File: config.mk
export PLATFORM = sky130hd
export DESIGN_NAME = seq_multiplier
export DESIGN_NICKNAME = d
export VERILOG_FILES = /design/src/rtl/seq_multiplier.sv
export SDC_FILE = /design/constraint.sdc
export NUM_CORES = 1
export LEC_CHECK = 0
export CORE_MARGIN = 2
export CORE_UTILIZATION = 40
export DETAILED_ROUTE_END_ITERATION = 8
export PLACE_DENSITY = 0.65
export RECOVER_POWER = 50
export SLEW_MARGIN = 10
export SYNTH_ARGS = -nofsm -noshare
export SYNTH_HDL_FRONTEND = slang
export SYNTH_SLANG_ARGS = --single-unit
export TNS_END_PERCENT = 1
File: constraint.sdc
create_clock -name clk -period 3.6 [get_ports clk]
set_clock_uncertainty 0.15 [all_clocks]
set_input_delay 0.36 -clock clk [delete_from_list [all_inputs] [get_ports clk]]
set_output_delay 0.36 -clock clk [all_outputs]
set_load 0.02 [all_outputs]
File: src/rtl/seq_multiplier.sv
// Sequential 4x4 unsigned shift-and-add multiplier: one multiplier bit per clock,
// 8-bit ripple adder of full_adder cells, registered product with a one-cycle done strobe.

module full_adder (
    input  logic a,
    input  logic b,
    input  logic cin,
    output logic s,
    output logic cout
);
    assign s    = a ^ b ^ cin;
    assign cout = (a & b) | (cin & (a ^ b));
endmodule

module seq_multiplier (
    input  logic       clk,
    input  logic       rst,
    input  logic [3:0] A,
    input  logic [3:0] B,
    input  logic       start,
    output logic [7:0] product,
    output logic       busy,
    output logic       done
);
    localparam int unsigned OpW   = 4;
    localparam int unsigned ProdW = 8;

    typedef enum logic [1:0] {
        IDLE = 2'd0,
        RUN  = 2'd1,
        DONE = 2'd2
    } state_e;

    state_e             state_q;
    logic [ProdW-1:0]   mcand_q;
    logic [OpW-1:0]     mq_q;
    logic [ProdW-1:0]   acc_q;
    logic [1:0]         cnt_q;
    logic [ProdW-1:0]   product_q;

    logic [ProdW-1:0]   sum;
    logic [ProdW:0]     carry;
    logic [ProdW-1:0]   acc_d;
    logic               carry_out_unused;

    // acc + mcand through a ripple chain; 15*15 fits in 8 bits so the carry-out is dropped
    assign carry[0] = 1'b0;
    for (genvar i = 0; i < ProdW; i++) begin : g_adder
        full_adder u_fa (
            .a    (acc_q[i]),
            .b    (mcand_q[i]),
            .cin  (carry[i]),
            .s    (sum[i]),
            .cout (carry[i+1])
        );
    end
    assign carry_out_unused = carry[ProdW];

    assign acc_d = mq_q[0] ? sum : acc_q;

    always_ff @(posedge clk or posedge rst) begin
        if (rst) begin
            state_q   <= IDLE;
            mcand_q   <= '0;
            mq_q      <= '0;
            acc_q     <= '0;
            cnt_q     <= '0;
            product_q <= '0;
        end else begin
            case (state_q)
                IDLE, DONE: begin
                    if (start) begin
                        mcand_q <= {4'b0, A};
                        mq_q    <= B;
                        acc_q   <= '0;
                        cnt_q   <= '0;
                        state_q <= RUN;
                    end else begin
                        state_q <= IDLE;
                    end
                end
                RUN: begin
                    acc_q   <= acc_d;
                    mcand_q <= mcand_q << 1;
                    mq_q    <= mq_q >> 1;
                    cnt_q   <= cnt_q + 2'd1;
                    if (cnt_q == 2'd3) begin
                        product_q <= acc_d;
                        state_q   <= DONE;
                    end
                end
                default: state_q <= IDLE;
            endcase
        end
    end

    assign product = product_q;
    assign busy    = (state_q == RUN);
    assign done    = (state_q == DONE);

endmodule

==> flow_metrics.env, run 1 <==
export IMPL_fin_nets=189
export IMPL_crit_type="flip-flop to flip-flop"
export IMPL_async_flop_share_pct=100.0
export IMPL_crit_family="adder cells"
export IMPL_cp_end_kind="flip-flop"
export IMPL_status="finished, violations left"
export IMPL_hold_class="flip-flop to flip-flop"
export IMPL_fp_dieArea_mm2=0.004456
export IMPL_p_seq_share_pct=38.3
export IMPL_cts_resized=0
export IMPL_root_buffer="clkbuf_8"
export IMPL_remaining_drc_errors=0
export IMPL_postCtsSetupRepairBufs=0
export IMPL_track_usage_pct=14.74
export IMPL_path_buf_inv=2
export IMPL_portBuffers=20
export IMPL_initial_core_util_pct=42.39
export IMPL_whs_ns=0.3234
export IMPL_pwr_density_cell_mw_per_mm2=937.9
export IMPL_hold_violations=0
export IMPL_p_switching_uw=711.8
export IMPL_worstPathRequired_ns=3.67
export IMPL_rsz0062_at_grt="no"
export IMPL_synthesis_area_mm2=0.001575
export IMPL_worstPathArrival_ns=3.44
export IMPL_ys_types=30
export IMPL_place_hpwl_mm=1.967
export IMPL_grt_first_pass_wirelength_mm=4.857
export IMPL_antenna_left=0
export IMPL_pwr_share_comb_pct=45.7
export IMPL_critPathMaxFanout=4
export IMPL_final_cell_mix="dfrtp_1, clkdlybuf4s50_1, inv_1, o21ai_0, nand2_1"
export IMPL_crit_path_frequent_cell="fa_1"
export IMPL_antenna_found_initial=0
export IMPL_io_pins=21
export IMPL_setup_violations=0
export IMPL_crit_slowest_cell="or4_1"
export IMPL_avgViaCountPerCell=5.014
export IMPL_core_mm2=0.003716
export IMPL_worstMarginPinSlew_ns=1.722
export IMPL_cp_start_kind="flip-flop"
export IMPL_switching_share_pct=40.55
export IMPL_critPathMaxStageDelay_ns=0.40
export IMPL_cts_inserted_buffers=5
export IMPL_r2r_slack_ns=0.23
export IMPL_finalWirelength_mm=2.765
export IMPL_fp_dieW_um=66.76
export IMPL_holdBufCountCts=0
export IMPL_p_clk_share_pct=16.0
export IMPL_max_cap_violations=1
export IMPL_dr_pass1_iters=4
export IMPL_finalWeightedCongestion=0.8105
export IMPL_grt_pass1_vias=1066
export IMPL_ys_seq_area_share_pct=50.83
export IMPL_ys_flop_type="dfrtp_1"
export IMPL_cts_htree_levels=2
export IMPL_postSynthCellCount=150
export IMPL_grt_overflow_total=0
export IMPL_fillCellCount=348
export IMPL_syn_avg_cell_area_um2=10.50
export IMPL_irDropWorstVdd_mv=0.4995
export IMPL_clk_latency_ns=0.28
export IMPL_synth_edff_count=0
export IMPL_tritoncts="built"
export IMPL_diodes=0
export IMPL_area_delta_synth_final_pct=18.82
export IMPL_layout_commonest_cell="dfrtp_1"
export IMPL_num_rows=22
export IMPL_power_internal_uw=1044
export IMPL_violations="max-capacitance violations, max-slew violations"
export IMPL_slew_headroom_pct=-14.83
export IMPL_wl_per_cell_um=12.63
export IMPL_leakagePower_uw=0.0008441
export IMPL_die_y_um=66.76
export IMPL_grt_max_degree=33
export IMPL_utilization_pct=50.37
export IMPL_first_iter_violations=41
export IMPL_drive_gt1_share_pct=7.602
export IMPL_ys_ff_latch=32
export IMPL_path_clk_slew_ns=0.06
export IMPL_yosys_warnings=0
export IMPL_clockBufferDepth=2
export IMPL_finalPower_uw=1756
export IMPL_num_vias=1098
export IMPL_fin_crit_sh_pct=93.53
export IMPL_setup_tns_ns=0
export IMPL_fmax_mhz=297.0
export IMPL_syn_num_nets=169
export IMPL_crit_path_cell_trace="ha_1, inv_1, fa_1, fa_1, fa_1, fa_1, inv_1, fa_1, fa_1, xnor2_1, or4_1, nand3_1"
export IMPL_drv_slew=33
export IMPL_cts_sinks=32
export IMPL_fin_crit_ns=3.367
state kept, by name (all words and copies together) (netlist names):
signal	flops
product	8
state_q	2
cnt_q	2
mcand_q	8
acc_q	8
mq_q	4
cell usage after synthesis (all sizes together) (4+ instances only):
cell,n,area [µm²]
mux2i,4,40.04
a21oi,4,20.02
a22o,5,43.79
nand2,14,52.55
nand3,11,55.05
o22ai,5,31.28
inv,17,63.81
dfrtp,32,800.8
fa,6,120.1
buf,7,41.29
o21ai,22,110.1
metal layers:
layer,part of all wire [%],vias up,track usage [%]
met5,0,-,0
met4,1.8,0,6.888
met3,5.3,6,4.054
met2,44,28,20.88
met1,49,517,20.78
li1,-,547,-
power by group through the flow:
stage | Sequential (µW) | Clock, µW | Combinational, µW
2_1_floorplan | 671 | 0 | 606
3_3_place_gp | 675 | 0 | 796
3_5_place_dp | 684 | 0 | 816
4_1_cts | 677 | 288 | 820
5_1_grt | 699 | 305 | 929
6_report | 672 | 281 | 803
layout make-up:
class / instances / area, µm² / area share [%]
Tap cell: 48 / 60.06 / 3.209
Timing Repair Buffer: 21 / 203.9 / 10.90
Sequential cell: 32 / 800.8 / 42.78
Inverter: 17 / 63.81 / 3.409
Clock buffer: 8 / 90.09 / 4.813
Multi-Input combinational cell: 93 / 653.1 / 34.89
kinds of logic after synthesis:
logic type                 after synthesis  synth area share [%]
DFF                                     32                 50.83
AOI/OAI and AO/OA                       40                 15.01
muxes                                    7                 4.686
xor gates and xnor gates                 1                0.5561
buffers and inverters                   25                 6.910
adders and majority gates                8                 9.214
and+or+nand+nor                         37                 12.79
per-stage QoR:
step	worst slack, ns	cells	area, µm²
finish	0.2330	219	1872
global route	0.05096	219	1872
global placement	0.3018	211	1798
CTS	0.2335	219	1888
floorplan	0.3955	150	1575
detailed placement	0.2460	211	1798
final timing paths:
check / start / endpoint / cells after the start
min in group asynchronous: rst / product[6]$_DFFE_PP0P_ / 3
max reg2reg: mcand_q[0]$_DFFE_PP0P_ / product[7]$_DFFE_PP0P_ / 12
min: product[4]$_DFFE_PP0P_ / product[4]$_DFFE_PP0P_ / 2
max: mcand_q[0]$_DFFE_PP0P_ / product[7]$_DFFE_PP0P_ / 12
min reg2reg: product[4]$_DFFE_PP0P_ / product[4]$_DFFE_PP0P_ / 2
max in group asynchronous: rst / product[0]$_DFFE_PP0P_ / 3
worst reg2reg max path, stage by stage, from the launching register on:
cell and delay, ns:
dfrtp_1 0.39, ha_1 0.16, inv_1 0.05, fa_1 0.38, fa_1 0.39, fa_1 0.39
fa_1 0.37, inv_1 0.08, fa_1 0.17, fa_1 0.18, xnor2_1 0.12, or4_1 0.40
nand3_1 0.09
No activity file was read; power rests on OpenSTA's default activity.
==> run 2, diff against run 1 <==
Settings changed: DONT_BUFFER_PORTS set to 1, PLACE_DENSITY 0.65 to 0.58.
==> flow_metrics.env, run 2 (same netlist as run 1, synthesis figures left out) <==
export IMPL_cp_end_kind="flip-flop"
export IMPL_root_buffer="clkbuf_8"
export IMPL_cts_inserted_buffers=5
export IMPL_num_vias=1023
export IMPL_finalWeightedCongestion=0.7144
export IMPL_portBuffers=0
export IMPL_dr_pass1_iters=4
export IMPL_worstPathArrival_ns=3.44
export IMPL_first_iter_violations=87
export IMPL_status="finished, violations left"
export IMPL_worstPathRequired_ns=3.67
export IMPL_startpoint="mcand_q[0]$_DFFE_PP0P_"
export IMPL_clockBufferDepth=2
export IMPL_cts_htree_levels=2
export IMPL_critPathMaxFanout=4
export IMPL_setup_tns_ns=0
export IMPL_path_clk_slew_ns=0.06
export IMPL_max_cap_violations=0
export IMPL_setup_violations=0
export IMPL_whs_ns=-0.05886
export IMPL_pwr_density_cell_mw_per_mm2=987.7
export IMPL_crit_reg2reg_capture="product[7]$_DFFE_PP0P_"
export IMPL_drv_slew=0
export IMPL_fp_dieW_um=66.76
export IMPL_irDropWorstVdd_mv=0.4067
export IMPL_holdBufCountCts=0
export IMPL_fp_dieArea_mm2=0.004456
export IMPL_tritoncts="built"
export IMPL_postCtsSetupRepairBufs=0
export IMPL_fin_crit_ns=3.372
export IMPL_die_y_um=66.76
export IMPL_antenna_left=0
export IMPL_rsz0062_at_grt="no"
export IMPL_r2r_cells=12
export IMPL_fin_nets=169
export IMPL_fin_crit_sh_pct=93.68
export IMPL_critPathMaxStageDelay_ns=0.40
export IMPL_core_mm2=0.003716
export IMPL_finalWirelength_mm=2.738
export IMPL_crit_path_frequent_cell="fa_1"
export IMPL_final_cell_mix="dfrtp_1, o21ai_0, inv_1, nand2_1, nand3_1"
export IMPL_grt_max_degree=31
export IMPL_avgViaCountPerCell=5.141
export IMPL_clk_latency_ns=0.28
export IMPL_grt_overflow_total=0
export IMPL_area_delta_synth_final_pct=6.116
export IMPL_remaining_drc_errors=0
export IMPL_grt_pass1_vias=1013
export IMPL_num_rows=22
export IMPL_layout_commonest_cell="dfrtp_1"
export IMPL_hold_violations=29
export IMPL_io_pins=21
export IMPL_finalPower_uw=1651
export IMPL_r2r_slack_ns=0.23
export IMPL_crit_path_cell_trace="ha_1, inv_1, fa_1, fa_1, fa_1, fa_1, inv_1, fa_1, fa_1, xnor2_1, or4_1, nand3_1"
export IMPL_violations="negative hold slack"
export IMPL_hold_class="input pin to asynchronous set/reset pin"
export IMPL_leakagePower_uw=0.0007637
export IMPL_crit_slowest_cell="or4_1"
export IMPL_r2r_start="mcand_q[0]$_DFFE_PP0P_"
export IMPL_slew_headroom_pct=29.88
export IMPL_antenna_found_initial=0
export IMPL_drive_gt1_share_pct=8.609
export IMPL_grt_first_pass_wirelength_mm=4.685
export IMPL_fmax_mhz=296.5
export IMPL_cp_start_kind="flip-flop"
export IMPL_track_usage_pct=14.53
export IMPL_cts_resized=0
export IMPL_cts_sinks=32
export IMPL_place_hpwl_mm=1.999
export IMPL_wl_per_cell_um=13.76
export IMPL_initial_core_util_pct=42.39
export IMPL_crit_end="product[7]$_DFFE_PP0P_"
export IMPL_diodes=0
export IMPL_worstMarginPinSlew_ns=1.045
export IMPL_crit_type="flip-flop to flip-flop"
## run 2: cell type report
| type | count | area [µm²] |
|---|---|---|
| Fill cell | 373 | 2044 |
| Sequential cell | 32 | 800.8 |
| Multi-Input combinational cell | 93 | 653.1 |
| Clock buffer | 8 | 90.09 |
| Inverter | 17 | 63.81 |
| Tap cell | 48 | 60.06 |
| Timing Repair Buffer | 1 | 3.754 |
## run 2: power by group
group          total (µW)  switching [µW]  internal [µW]
sequential            728             205            523
clock                 279             124            156
combinational         644             367            278
## run 2: layer usage
layer | part of all wire, % | up-vias | wire (µm) | global-route usage, %
li1 | - | 510 | - | -
met1 | 48 | 479 | 1314 | 18.38
met2 | 45 | 29 | 1231 | 22.00
met3 | 5.5 | 5 | 151 | 4.730
met4 | 1.5 | 0 | 41 | 7.653
met5 | 0 | - | 0 | 0
## run 2: worst min-delay path by stage
| stage | cells after the start | slack [ns] | to | startpoint |
|---|---|---|---|---|
| after floorplan | 1 | 0.32 | cnt_q[0]$_DFFE_PP0P_ | cnt_q[0]$_DFFE_PP0P_ |
| after global placement | 1 | 0.33 | mcand_q[5]$_DFFE_PP0P_ | start |
| after detailed placement | 1 | 0.34 | mcand_q[4]$_DFFE_PP0P_ | mcand_q[3]$_DFFE_PP0P_ |
| after CTS | 1 | 0.05 | mcand_q[5]$_DFFE_PP0P_ | start |
| after global routing | 1 | 0.004 | acc_q[7]$_DFFE_PP0P_ | rst |
| final | 1 | -0.06 | product[2]$_DFFE_PP0P_ | rst |
## run 2: worst max-delay path: cells and delay by family, from the launching register on
kind,cells,cell delay (ns)
buf+inv,2,0.12
xor+xnor,1,0.11
flops,1,0.39
simple gates,2,0.49
fa+ha+maj,7,2.04
## run 2: per-stage QoR
step	hold WS [ns]	setup WS, ns	cell area [µm²]	utilization (%)	cells
floorplan	0.3163	0.3955	1575	-	150
global placement	0.3254	0.3049	1598	43.00	191
detailed placement	0.3420	0.2455	1598	43.00	191
finish	-0.05886	0.2275	1672	44.98	199
CTS	0.05459	0.2270	1688	45.42	199
global route	0.004155	0.02130	1672	44.98	199
